`src/rtl/uart_rx_stats_fifo.sv`:
```
// -----------------------------------------------------------------------------
// uart_rx_stats_fifo
//
// Receive-side buffer and link-statistics block placed directly after uart_rx.
// Each decoded byte is captured on the rising edge of rx_valid together with
// its SECDED error classification. The byte and its classification are stored
// as one 11-bit entry in a circular FIFO, which is drained by a read-enable
// handshake. Saturating counters track the number of total, corrected,
// uncorrectable and dropped frames.
//
// Parameters
//   DEPTH        FIFO entries (power of two, >= 2)
//   CNT_W        width of each statistics counter
//   DROP_UNCORR  1: uncorrectable frames are counted but never stored
//
// Ports
//   clk            system clock; all logic updates on the rising edge
//   rst            synchronous active-high reset; overrides every other input
//   rx_data        decoded byte from uart_rx
//   rx_valid       ready_rx from uart_rx (level; one frame per rising edge)
//   err_detected   SECDED syndrome non-zero
//   err_corrected  single-bit error was corrected
//   err_overall    overall-parity mismatch, stored unmodified
//   rd_en          pop request; ignored while empty
//   rd_data        popped byte (registered, holds between pops)
//   rd_status      {overall, class[1:0]} of rd_data
//   rd_valid       one-cycle pulse when rd_data/rd_status were updated
//   empty, full    occupancy flags (registered)
//   level          current occupancy, 0..DEPTH
//   clr_stats      synchronous clear of all counters; wins over increments
//   frame_cnt      every accepted frame, including dropped and discarded ones
//   corr_cnt       frames classified as corrected
//   uncorr_cnt     frames classified as uncorrectable
//   drop_cnt       frames rejected because the FIFO was full
// -----------------------------------------------------------------------------
module uart_rx_stats_fifo #(
  parameter int DEPTH       = 16,
  parameter int CNT_W       = 16,
  parameter bit DROP_UNCORR = 1'b0
) (
  input  logic                     clk,
  input  logic                     rst,

  input  logic [7:0]               rx_data,
  input  logic                     rx_valid,
  input  logic                     err_detected,
  input  logic                     err_corrected,
  input  logic                     err_overall,

  input  logic                     rd_en,
  output logic [7:0]               rd_data,
  output logic [2:0]               rd_status,
  output logic                     rd_valid,
  output logic                     empty,
  output logic                     full,
  output logic [$clog2(DEPTH):0]   level,

  input  logic                     clr_stats,
  output logic [CNT_W-1:0]         frame_cnt,
  output logic [CNT_W-1:0]         corr_cnt,
  output logic [CNT_W-1:0]         uncorr_cnt,
  output logic [CNT_W-1:0]         drop_cnt
);

  localparam int PTR_W = $clog2(DEPTH);
  localparam int LVL_W = PTR_W + 1;
  localparam logic [LVL_W-1:0] DEPTH_L = LVL_W'(DEPTH);

  // Error classification as stored in the entry; 2'b11 is never produced.
  typedef enum logic [1:0] {
    CLS_CLEAN  = 2'b00,
    CLS_CORR   = 2'b01,
    CLS_UNCORR = 2'b10
  } err_class_e;

  typedef struct packed {
    logic       overall;
    err_class_e cls;
    logic [7:0] data;
  } entry_t;

  // ---------------------------------------------------------------------------
  // State
  // ---------------------------------------------------------------------------
  logic             rx_valid_q;   // previous rx_valid sample (edge detect)
  logic             rx_hold;      // rx_valid was high across reset release
  logic [PTR_W-1:0] wr_ptr;
  logic [PTR_W-1:0] rd_ptr;
  entry_t           mem [DEPTH];

  // ---------------------------------------------------------------------------
  // Frame capture and classification
  // ---------------------------------------------------------------------------
  logic       frame_rise;
  err_class_e frame_cls;
  entry_t     wr_entry;
  entry_t     head;

  // A level still high when reset releases must not look like a new frame,
  // so rx_hold masks the edge until rx_valid has been seen low once.
  assign frame_rise = rx_valid & ~rx_valid_q & ~rx_hold;

  always_comb begin
    // NOTE: the default assignment first guarantees every path assigns
    // frame_cls, so no latch is inferred for the unlisted cases.
    frame_cls = CLS_CLEAN;
    if (err_detected) begin
      frame_cls = err_corrected ? CLS_CORR : CLS_UNCORR;
    end
  end

  assign wr_entry = '{overall: err_overall, cls: frame_cls, data: rx_data};
  assign head     = mem[rd_ptr];

  // ---------------------------------------------------------------------------
  // FIFO control
  // ---------------------------------------------------------------------------
  logic discard;  // policy discard of an uncorrectable frame (not a drop)
  logic do_rd;
  logic do_wr;
  logic do_drop;
  logic [LVL_W-1:0] level_nxt;

  assign discard = frame_rise & DROP_UNCORR & (frame_cls == CLS_UNCORR);
  assign do_rd   = rd_en & ~empty;
  // A read in the same cycle frees a slot, so a full FIFO still accepts.
  assign do_wr   = frame_rise & ~discard & (~full | do_rd);
  assign do_drop = frame_rise & ~discard & full & ~do_rd;

  always_comb begin
    level_nxt = level;
    case ({do_wr, do_rd})
      2'b10:   level_nxt = level + 1'b1;
      2'b01:   level_nxt = level - 1'b1;
      default: level_nxt = level;
    endcase
  end

  always_ff @(posedge clk) begin
    if (rst) begin
      rx_valid_q <= 1'b0;
      rx_hold    <= rx_valid;
      wr_ptr     <= '0;
      rd_ptr     <= '0;
      level      <= '0;
      empty      <= 1'b1;
      full       <= 1'b0;
      rd_valid   <= 1'b0;
      rd_data    <= '0;
      rd_status  <= '0;
    end else begin
      // NOTE: non-blocking assignments so every register samples the values
      // from before this edge, independent of statement order.
      rx_valid_q <= rx_valid;
      rx_hold    <= rx_hold & rx_valid;
      rd_valid   <= do_rd;
      if (do_wr) begin
        wr_ptr <= wr_ptr + 1'b1;  // DEPTH is a power of two: wraps naturally
      end
      if (do_rd) begin
        rd_ptr    <= rd_ptr + 1'b1;
        rd_data   <= head.data;
        rd_status <= {head.overall, head.cls};
      end
      level <= level_nxt;
      empty <= (level_nxt == '0);
      full  <= (level_nxt == DEPTH_L);
    end
  end

  // NOTE: the storage array has no reset; the pointers and level decide which
  // slots are valid, so stale contents are never presented.
  // A write to the slot being read in the same cycle (full FIFO) is safe: the
  // read above sees the old entry, the new one lands after the edge.
  always_ff @(posedge clk) begin
    if (do_wr) begin
      mem[wr_ptr] <= wr_entry;
    end
  end

  // ---------------------------------------------------------------------------
  // Statistics
  // ---------------------------------------------------------------------------
  function automatic logic [CNT_W-1:0] sat_inc(input logic [CNT_W-1:0] v);
    return (&v) ? v : v + 1'b1;
  endfunction

  // Clear wins over any increment in the same cycle; that event is lost.
  always_ff @(posedge clk) begin
    if (rst || clr_stats) begin
      frame_cnt  <= '0;
      corr_cnt   <= '0;
      uncorr_cnt <= '0;
      drop_cnt   <= '0;
    end else begin
      if (frame_rise) begin
        frame_cnt <= sat_inc(frame_cnt);
      end
      if (frame_rise && frame_cls == CLS_CORR) begin
        corr_cnt <= sat_inc(corr_cnt);
      end
      if (frame_rise && frame_cls == CLS_UNCORR) begin
        uncorr_cnt <= sat_inc(uncorr_cnt);
      end
      if (do_drop) begin
        drop_cnt <= sat_inc(drop_cnt);
      end
    end
  end

endmodule
```
`config.mk`:
```
export PLATFORM = sky130hd
export DESIGN_NAME = uart_rx_stats_fifo
export DESIGN_NICKNAME = d
export VERILOG_FILES = /design/src/rtl/uart_rx_stats_fifo.sv
export SDC_FILE = /design/constraint.sdc
export NUM_CORES = 1
export LEC_CHECK = 0
export ABC_AREA = 1
export CORE_ASPECT_RATIO = 1.4
export CORE_MARGIN = 2
export CORE_UTILIZATION = 58
export CTS_CLUSTER_SIZE = 16
export DETAILED_ROUTE_END_ITERATION = 10
export GPL_TIMING_DRIVEN = 0
export PLACE_DENSITY_LB_ADDON = 0.25
export SLEW_MARGIN = 25
export SYNTH_ARGS = -nofsm -noshare
export SYNTH_HDL_FRONTEND = slang
export SYNTH_SLANG_ARGS = --single-unit
```
`constraint.sdc`:
```
create_clock -name clk -period 2.7 [get_ports clk]
set_input_delay 0.54 -clock clk [delete_from_list [all_inputs] [get_ports clk]]
set_output_delay 0.54 -clock clk [all_outputs]
set_load 0.005 [all_outputs]
```
==> Word-level counts from Yosys, hierarchy flattened <==
Memory sizes are Yosys's and may differ from the RTL's. A register that Yosys moved wholly into a read port is not among the register bits.
Cells that the tools add are included.
{ "word_totals": {"elab_cells": 61, "regBits": 82, "ramBits": 176, "out_inout_bits": 83, "in_bits": 16, "memories": 1} }
{ "memory_table": {"columns": ["memory", "depth", "width", "read_ports", "rd_ports_with_merged_regs", "write_ports", "line", "rtl"], "rows": [
  ["mem", 16, 11, 1, 1, 1, "89", "entry_t mem [DEPTH];"]
]} }
{ "op_classes": {"reduce_logical": 12, "n_bitwise": 17, "eq_ne": 5, "n_addsub": 8, "n_mux": 6} }
{ "ops": {"columns": ["cell", "n"], "rows": [
  ["adder 16 x 1 -> 16 bit (second input constant)", 4],
  ["AND reduction 16 bit", 4],
  ["case mux 5 bit (2 select lines)", 1],
  ["NOT 1 bit", 9],
  ["adder 4 x 1 -> 4 bit (second input constant)", 2],
  ["AND reduction 2 bit", 4],
  ["AND 1 bit", 7],
  ["adder 5 x 1 -> 5 bit (second input constant)", 1],
  ["== test 5 bit (second input constant)", 1],
  ["zero test 5 bit", 1],
  ["subtractor 5 x 1 -> 5 bit (second input constant)", 1],
  ["== test 2 x 1 -> 1 bit (second input constant)", 2],
  ["== test 2 bit (second input constant)", 2],
  ["two-way mux 2 bit", 2],
  ["two-way mux 1 bit", 3],
  ["logical AND 1 bit", 2],
  ["logical OR 1 bit", 1],
  ["bitwise OR 1 bit", 1]
]} }

==> Longest topological paths before layout <==
Gate-level depths: netlist (run 1).
{ "depth": {"ltp_word": 7, "depth_mapped": 18, "mapped_depth_nobuf": 18} }

==> Worst setup path before layout (run 1) <==
No wires, ideal clock.
{ "synth_timing": {"kind": "input to register", "start": "input port rd_en", "end": "register empty", "arrival_time_ps": 2228, "path_stages": 16, "setup_time_ps": 118, "path_buffers": 1, "path_slack_ps": 354, "required_ps": 2582, "path_cell_list": "nand2_2 > inv_2 > clkbuf_1 > ha_1 > nand2_1 > inv_1 > nor2_1 > ha_1 > inv_1 > nand2_1 > a21oi_1 > nand2_1 > o21ai_0 > nor2_1 > nand3_1 > nand2_1"} }
{ "synth_via": {"elab_chain_cells": 6, "elab_cells_between_ends": 7, "classes_between": "2 x eq/ne; 1 x mux; 3 x bitwise; 1 x reduce/logical"} }
{ "synth_lines": {"columns": ["item", "line", "rtl"], "rows": [
  ["from (decl)", "50", "input logic rd_en,"],
  ["AND 1 bit *", "125", "assign do_rd = rd_en & ~empty;"],
  ["named net do_rd", "119", "logic do_rd;"],
  ["bitwise OR 1 bit", "127", "assign do_wr = frame_rise & ~discard & (~full | do_rd);"],
  ["AND 1 bit", "127", null],
  ["== test 2 x 1 -> 1 bit or == test 2 bit (tied branches)", "132", "case ({do_wr, do_rd})"],
  ["case mux 5 bit (2 select lines) *", "132", null],
  ["zero test 5 bit *", "166", "empty <= (level_nxt == '0);"],
  ["to (signal assigned)", "166", null],
  ["to (decl)", "54", "output logic empty,"]
]} }
Mark *: on every way through the listed nets, which the timed path passes. The rest lies on a longest branch.
A chain may end at the register's enable or synchronous reset.

==> Worst setup path after layout (run 1) <==
{ "layout_timing": {"start": "input port rd_en", "end": "register empty"} }
{ "layout_via": {"elab_chain_cells": 6, "elab_cells_between_ends": 7, "classes_between": "2 x eq/ne; 1 x mux; 3 x bitwise; 1 x reduce/logical"} }
{ "layout_lines": {"columns": ["item", "line"], "rows": [
  ["AND 1 bit *", "125"],
  ["bitwise OR 1 bit", "127"],
  ["AND 1 bit", "127"],
  ["== test 2 x 1 -> 1 bit or == test 2 bit (tied branches)", "132"],
  ["case mux 5 bit (2 select lines) *", "132"],
  ["zero test 5 bit *", "166"]
]} }
Mark *: on every way between the ends. The rest lies on a longest branch, timed or not.

==> impl_metrics.py, run 1 <==
metrics = {
    "cts": {
        "ctsHoldBuffers": 0,
        "root_buffer": "clkbuf_16",
        "numCtsBuffers": 26,
        "clockBufferDepth": 3,
        "clkSinkCount": 269,
        "cts-htree-levels": 1,
        "cts_tree": "yes",
        "cts.clk_slew.worst_paths_ps": 60,
        "worstSkewPairLatency_ps": 530,
    },
    "route": {
        "antenna_left": 0,
        "drt_pass1_iterations": 5,
        "wl_per_cell_um": 17.5,
        "wl_um": 30000,
        "vias_per_cell": 5.59,
        "wl_met1_um": 11700,
        "wl_met3_um": 2150,
        "drc": 0,
        "vias": 9573,
        "drt_iter0_drc": 754,
        "met2_wirelength_um": 15000,
        "dr.max_layer_used": "met4",
    },
    "yosys": {
        "synth_warnings": 0,
        "synth_cell_types": 33,
        "syn_area_um2": 11900,
        "syn_avg_cell_area_um2": 9.09,
        "syn_nets": 1339,
        "ys_seq_area_share_pct": 60.0,
        "synthCells": 1311,
        "ys_seq_elements": 269,
    },
    "worst_hold_path": {
        "hold_class": "reg -> reg",
    },
    "sta": {
        "tns_ps": 0,
        "max_freq_mhz": 415,
        "setup_ws_ps": 292,
        "post-route-period-util_pct": 89.2,
        "worst_pin_slew_ps": 1050,
        "setup_viol": 0,
        "skew_ps": 7.26,
        "slew_viol_final": 0,
        "relSlewSlack_pct": 30.1,
        "hold_viol": 0,
        "layout_min_cycle_time_ps": 2410,
    },
    "power": {
        "peakVddDrop_mv": 0.493,
        "total_power_mw": 9.99,
        "cellPowerDensity_nw_per_um2": 705,
        "leakage_nw": 5.07,
    },
    "global_route": {
        "grt_antenna_before_repair": 0,
        "grt_max_degree": 19,
        "grtUsageTotal_pct": 27.6,
        "grt_pass1_wl_um": 47900,
        "overflow": 0,
        "first_global_vias": 9437,
    },
    "layout": {
        "drive_gt1_share_pct": 6.79,
        "layout.nets": 1465,
        "antenna_cells": 0,
        "syn_to_final_growth_pct": 19.1,
    },
    "floorplan": {
        "core_region_area_um2": 20300,
        "io_pins": 99,
        "rows": 62,
        "start_util_pct": 58.6,
        "dieWidth_um": 125,
        "dieArea_um2": 21700,
        "die_height_um": 174,
    },
    "worst_setup_path": {
        "worstSetupEndpointType": "flip-flop",
        "cp_max_fo": 7,
        "worstPathArrival_ps": 2870,
        "path_class": "in -> reg",
        "required_ps": 3170,
        "crit_path_start_kind": "input pin",
    },
    "placed_design": {
        "portBuffers": 98,
        "post-place-ws_ps": -656,
        "dp_hpwl_um": 20600,
        "place.gp.congestion": 0.919,
    },
    "status": {
        "status": "complete, no violations",
    },
    "flow_run": {
        "cap_viol_max_count": 0,
    },
}
==> cells by family after synthesis <==
kind of cell    synth area share, %
fa+ha+maj                      1.26
mux                          0.0840
simple gates                   26.7
buf+inv                        4.94
compound gates                 4.55
flops                          60.0
xor+xnor                       2.43
==> stage by stage <==
step           cell area (um2)  hold WS [ps]  util, %  cells
2_1_floorplan            11900           422        -   1311
3_3_place_gp             13200           427     65.0   1665
3_5_place_dp             13200           436     65.0   1665
4_1_cts                  14100           445     69.5   1712
5_1_grt                  14200           501     69.8   1713
6_report                 14200           476     69.8   1713
==> Yosys cell counts, drive strengths merged <==
cell      n  area (um2)
a211oi    2        15.0
mux2i     1        10.0
nor4      2        12.5
nand3b    4        33.8
ha       12         150
nand2   402        1510
nor2    108         405
nand3   172         861
dfxtp    93        1860
a21oi    62         325
clkinv    2        7.51
inv      90         338
xor2     23         201
clkbuf   26        97.6
o21ai    38         194
xnor2    10        87.6
nor3     41         243
o21bai    1        7.51
nand4    14        87.6
nor3b     3        22.5
buf      28         145
or2       1        6.26
edfxtp  176        5290
==> final timing paths <==
kind | from | endpoint | slack (ps) | cells past startpoint
hold / removal | rx_hold | rx_hold | 480 | 2
setup reg to reg | empty | empty | 380 | 17
setup / recovery | rd_en | empty | 290 | 17
hold reg to reg | rx_hold | rx_hold | 480 | 2
==> layout by cell type, fill, tap and decap left out, drive strengths merged, types with 2 or more instances in the layout <==
cell and n:
dfxtp 93, a21oi 62, nand3b 4, nor3 41, inv 91, clkdlybuf4s50 98
nor4 2, ha 12, buf 29, a211oi 2, nand2 402, xnor2 10
edfxtp 176, clkinv 8, nor2 108, o21ai 38, clkbuf 61, nand3 172
nand4 14, bufinv 3, nor3b 3, xor2 23, clkinvlp 2
==> per-layer routing <==
metal  track usage, %  vias to the layer above
met2             49.5                      389
met4             11.9                        0
met3             4.85                       80
met5                0                        -
met1             32.3                     4464
li1                 -                     4640
==> where the power goes <==
group	internal, mW	total, mW	leakage, nW	switching [mW]
registers	4.49	4.55	2.34	0.0646
clock network	2.29	3.85	0.448	1.57
logic	0.525	1.59	2.28	1.06
total	7.30	9.99	5.07	2.69
==> area by class of cell <==
| class | count | area (um2) |
|---|---|---|
| timing repair buffer | 99 | 988 |
| inverter | 92 | 348 |
| clock buffer | 36 | 769 |
| sequential | 269 | 7150 |
| buffer | 53 | 239 |
| clock inverter | 12 | 150 |
| tap | 256 | 320 |
| multi-input combinational | 896 | 4220 |
| fill | 1598 | 6140 |
==> flip-flops by register name, summed over array words and instances (netlist names) <==
name	count
empty	1
corr_cnt	16
drop_cnt	16
rd_status	3
rd_valid	1
mem	176
rd_data	8
wr_ptr	4
rx_valid_q	1
level	5
frame_cnt	16
rd_ptr	4
rx_hold	1
full	1
uncorr_cnt	16
==> timing repair <==
action                     4_1_cts  5_1_grt
setup buffers                    0        1
gates resized for setup          0        5
setup endpoints to repair        3        4
==> critical path: stages <==
cell and delay, ps:
clkdlybuf4s50_1 500, nand2_2 180, a21oi_4 200, inv_1 110, ha_2 240, nand2_1 70, inv_1 50, nor2_1 120
ha_1 160, inv_1 50, nand2_1 100, a21oi_1 70, nand2_1 50, o21ai_0 90, nor2_1 160, nand3_1 110
nand2_1 70
No activity file was read; power rests on OpenSTA's default activity.
==> run 2: changes to the inputs <==
--- a/config.mk
+++ b/config.mk
@@ -6,6 +6,7 @@
 export NUM_CORES = 1
 export LEC_CHECK = 0
 export ABC_AREA = 1
+export CAP_MARGIN = 20
 export CORE_ASPECT_RATIO = 1.4
 export CORE_MARGIN = 2
 export CORE_UTILIZATION = 58
==> constraint.sdc (replaced) <==
create_clock -name clk -period 2.7 [get_ports clk]
set_input_delay 0.81 -clock clk [delete_from_list [all_inputs] [get_ports clk]]
set_output_delay 0.81 -clock clk [all_outputs]
set_load 0.005 [all_outputs]
==> impl_metrics.py, run 2 (synthesis results as in run 1) <==
metrics = {
    "floorplan": {
        "rows": 62,
        "dieWidth_um": 125,
        "start_util_pct": 58.6,
        "io_pins": 99,
        "die_height_um": 174,
        "dieArea_um2": 21700,
        "core_region_area_um2": 20300,
    },
    "placed_design": {
        "dpl.cell_count": 1665,
        "post-place-ws_ps": -926,
        "portBuffers": 98,
        "dp_hpwl_um": 20600,
        "place.gp.congestion": 0.919,
    },
    "global_route": {
        "grtUsageTotal_pct": 27.6,
        "use_met3_pct": 4.85,
        "overflow": 0,
        "first_global_vias": 9450,
        "met2_usage_pct": 49.7,
        "grt_antenna_before_repair": 1,
        "grt_pass1_wl_um": 48000,
        "grt_max_degree": 19,
        "grt_use_met1_pct": 32.4,
        "busiest_layer": "met2",
    },
    "power": {
        "leakage_nw": 5.11,
        "peakVddDrop_mv": 0.503,
        "total_power_mw": 10.0,
        "cellPowerDensity_nw_per_um2": 703,
    },
    "cts": {
        "ctsHoldBuffers": 0,
        "cts-htree-levels": 1,
        "cts_tree": "yes",
        "numCtsBuffers": 26,
        "clkSinkCount": 269,
        "cts.clk_slew.worst_paths_ps": 60,
        "root_buffer": "clkbuf_16",
        "worstSkewPairLatency_ps": 530,
        "clockBufferDepth": 3,
    },
    "worst_setup_path": {
        "cp_max_fo": 17,
        "required_ps": 3170,
        "path_buf_inv": 4,
        "max_stage_delay_ps": 650,
        "worstPathArrival_ps": 2850,
        "crit_chain": "clkdlybuf4s50_1, inv_1, nor2_2, nand2_1, clkinv_1, nand2_1, buf_2, o21ai_1, nand2_1, nor2_1",
        "worstSetupEndpointType": "flip-flop",
        "path_class": "in -> reg",
        "crit_slowest_cell": "nor2_2",
        "crit_family": "simple AND/OR/NAND/NOR gates",
        "crit_path_start_kind": "input pin",
        "reg2reg_slack_ps": 500,
        "cpMostUsedCell": "nand2_1",
    },
    "layout": {
        "layout.nets": 1468,
        "final_common_cell": "nand2_1",
        "utilization_pct": 70.1,
        "instances_no_fill": 1717,
        "largest_reg_flops": 176,
        "mostFrequentLayoutCells": "nand2_1 (400), edfxtp_1 (176), nand3_1 (171)",
        "regMostFlops": "mem",
        "drive_gt1_share_pct": 7.19,
        "syn_to_final_growth_pct": 19.5,
    },
    "sta": {
        "slew_viol_final": 0,
        "rsz0062_at_grt": "no",
        "relSlewSlack_pct": 30.8,
        "hold_viol": 0,
        "skew_ps": 10.5,
        "layout_min_cycle_time_ps": 2390,
        "max_freq_mhz": 419,
        "setup_viol": 0,
        "holdWs_ps": 494,
        "worst_pin_slew_ps": 1030,
        "setup_ws_ps": 314,
        "post-route-period-util_pct": 88.4,
    },
    "route": {
        "wl_um": 30100,
        "drt_iter0_drc": 755,
        "drt_pass1_iterations": 7,
        "drc": 0,
        "wl_per_cell_um": 17.5,
        "antenna_left": 0,
        "vias_per_cell": 5.59,
        "vias": 9600,
    },
    "worst_hold_path": {
        "hold_class": "reg -> reg",
    },
    "status": {
        "status": "complete, no violations",
    },
    "flow_run": {
        "cap_viol_max_count": 0,
    },
}
-- run 2: cell count changes in the layout (fill, tap and decap cells not counted), moves of 2 or more --
cell             previous run  this run
dlymetal6s2s_1              0         2
clkdlybuf4s50_1            98        96
nor2_2                     11        13
nor2_1                     97        95
buf_4                       1         4
-- run 2: final cells by class --
class / instances / area (um2)
Antenna cell: 1 / 2.50
Buffer: 53 / 239
Clock buffer: 36 / 769
Clock inverter: 12 / 150
Fill cell: 1587 / 6090
Inverter: 92 / 348
Multi-Input combinational cell: 896 / 4250
Sequential cell: 269 / 7150
Tap cell: 256 / 320
Timing Repair Buffer: 102 / 1020
-- run 2: report_power, final --
part           switching, mW  internal (mW)  leakage [nW]
Clock                   1.55           2.29         0.448
Sequential            0.0663           4.49          2.34
Combinational           1.08          0.543          2.32
Total                   2.70           7.32          5.11
-- run 2: per-layer routing --
layer	vias up	routed length, um
met1	4476	11600
met2	401	15200
met3	78	2200
li1	4645	-
met5	-	0
met4	0	1180
-- run 2: worst min-delay path: cells and delay by family (launching register included) --
kind | cells | cell delay, ps
DFF | 1 | 310
buffers and inverters | 1 | 70
AOI/OAI and AO/OA | 1 | 70
-- run 2: final timing paths --
path / start / to / cells after the start
worst min register to register: rx_hold / rx_hold / 2
worst max-delay path: err_detected / uncorr_cnt[7] / 10
worst min-delay path: rx_hold / rx_hold / 2
worst max register to register: empty / mem[5][5] / 6
-- run 2: repair_timing --
item,4_1_cts,5_1_grt
pin swaps,0,3
buffers inserted,2,2
endpoints found under the setup margin,50,47
resized for setup,5,8
-- run 2: metrics by stage --
stage	instance area [um2]	setup TNS, ps
floorplan	11900	0
global placement	13200	-104260
detailed placement	13200	-97650
CTS	14200	0
global route	14200	0
finish	14200	0
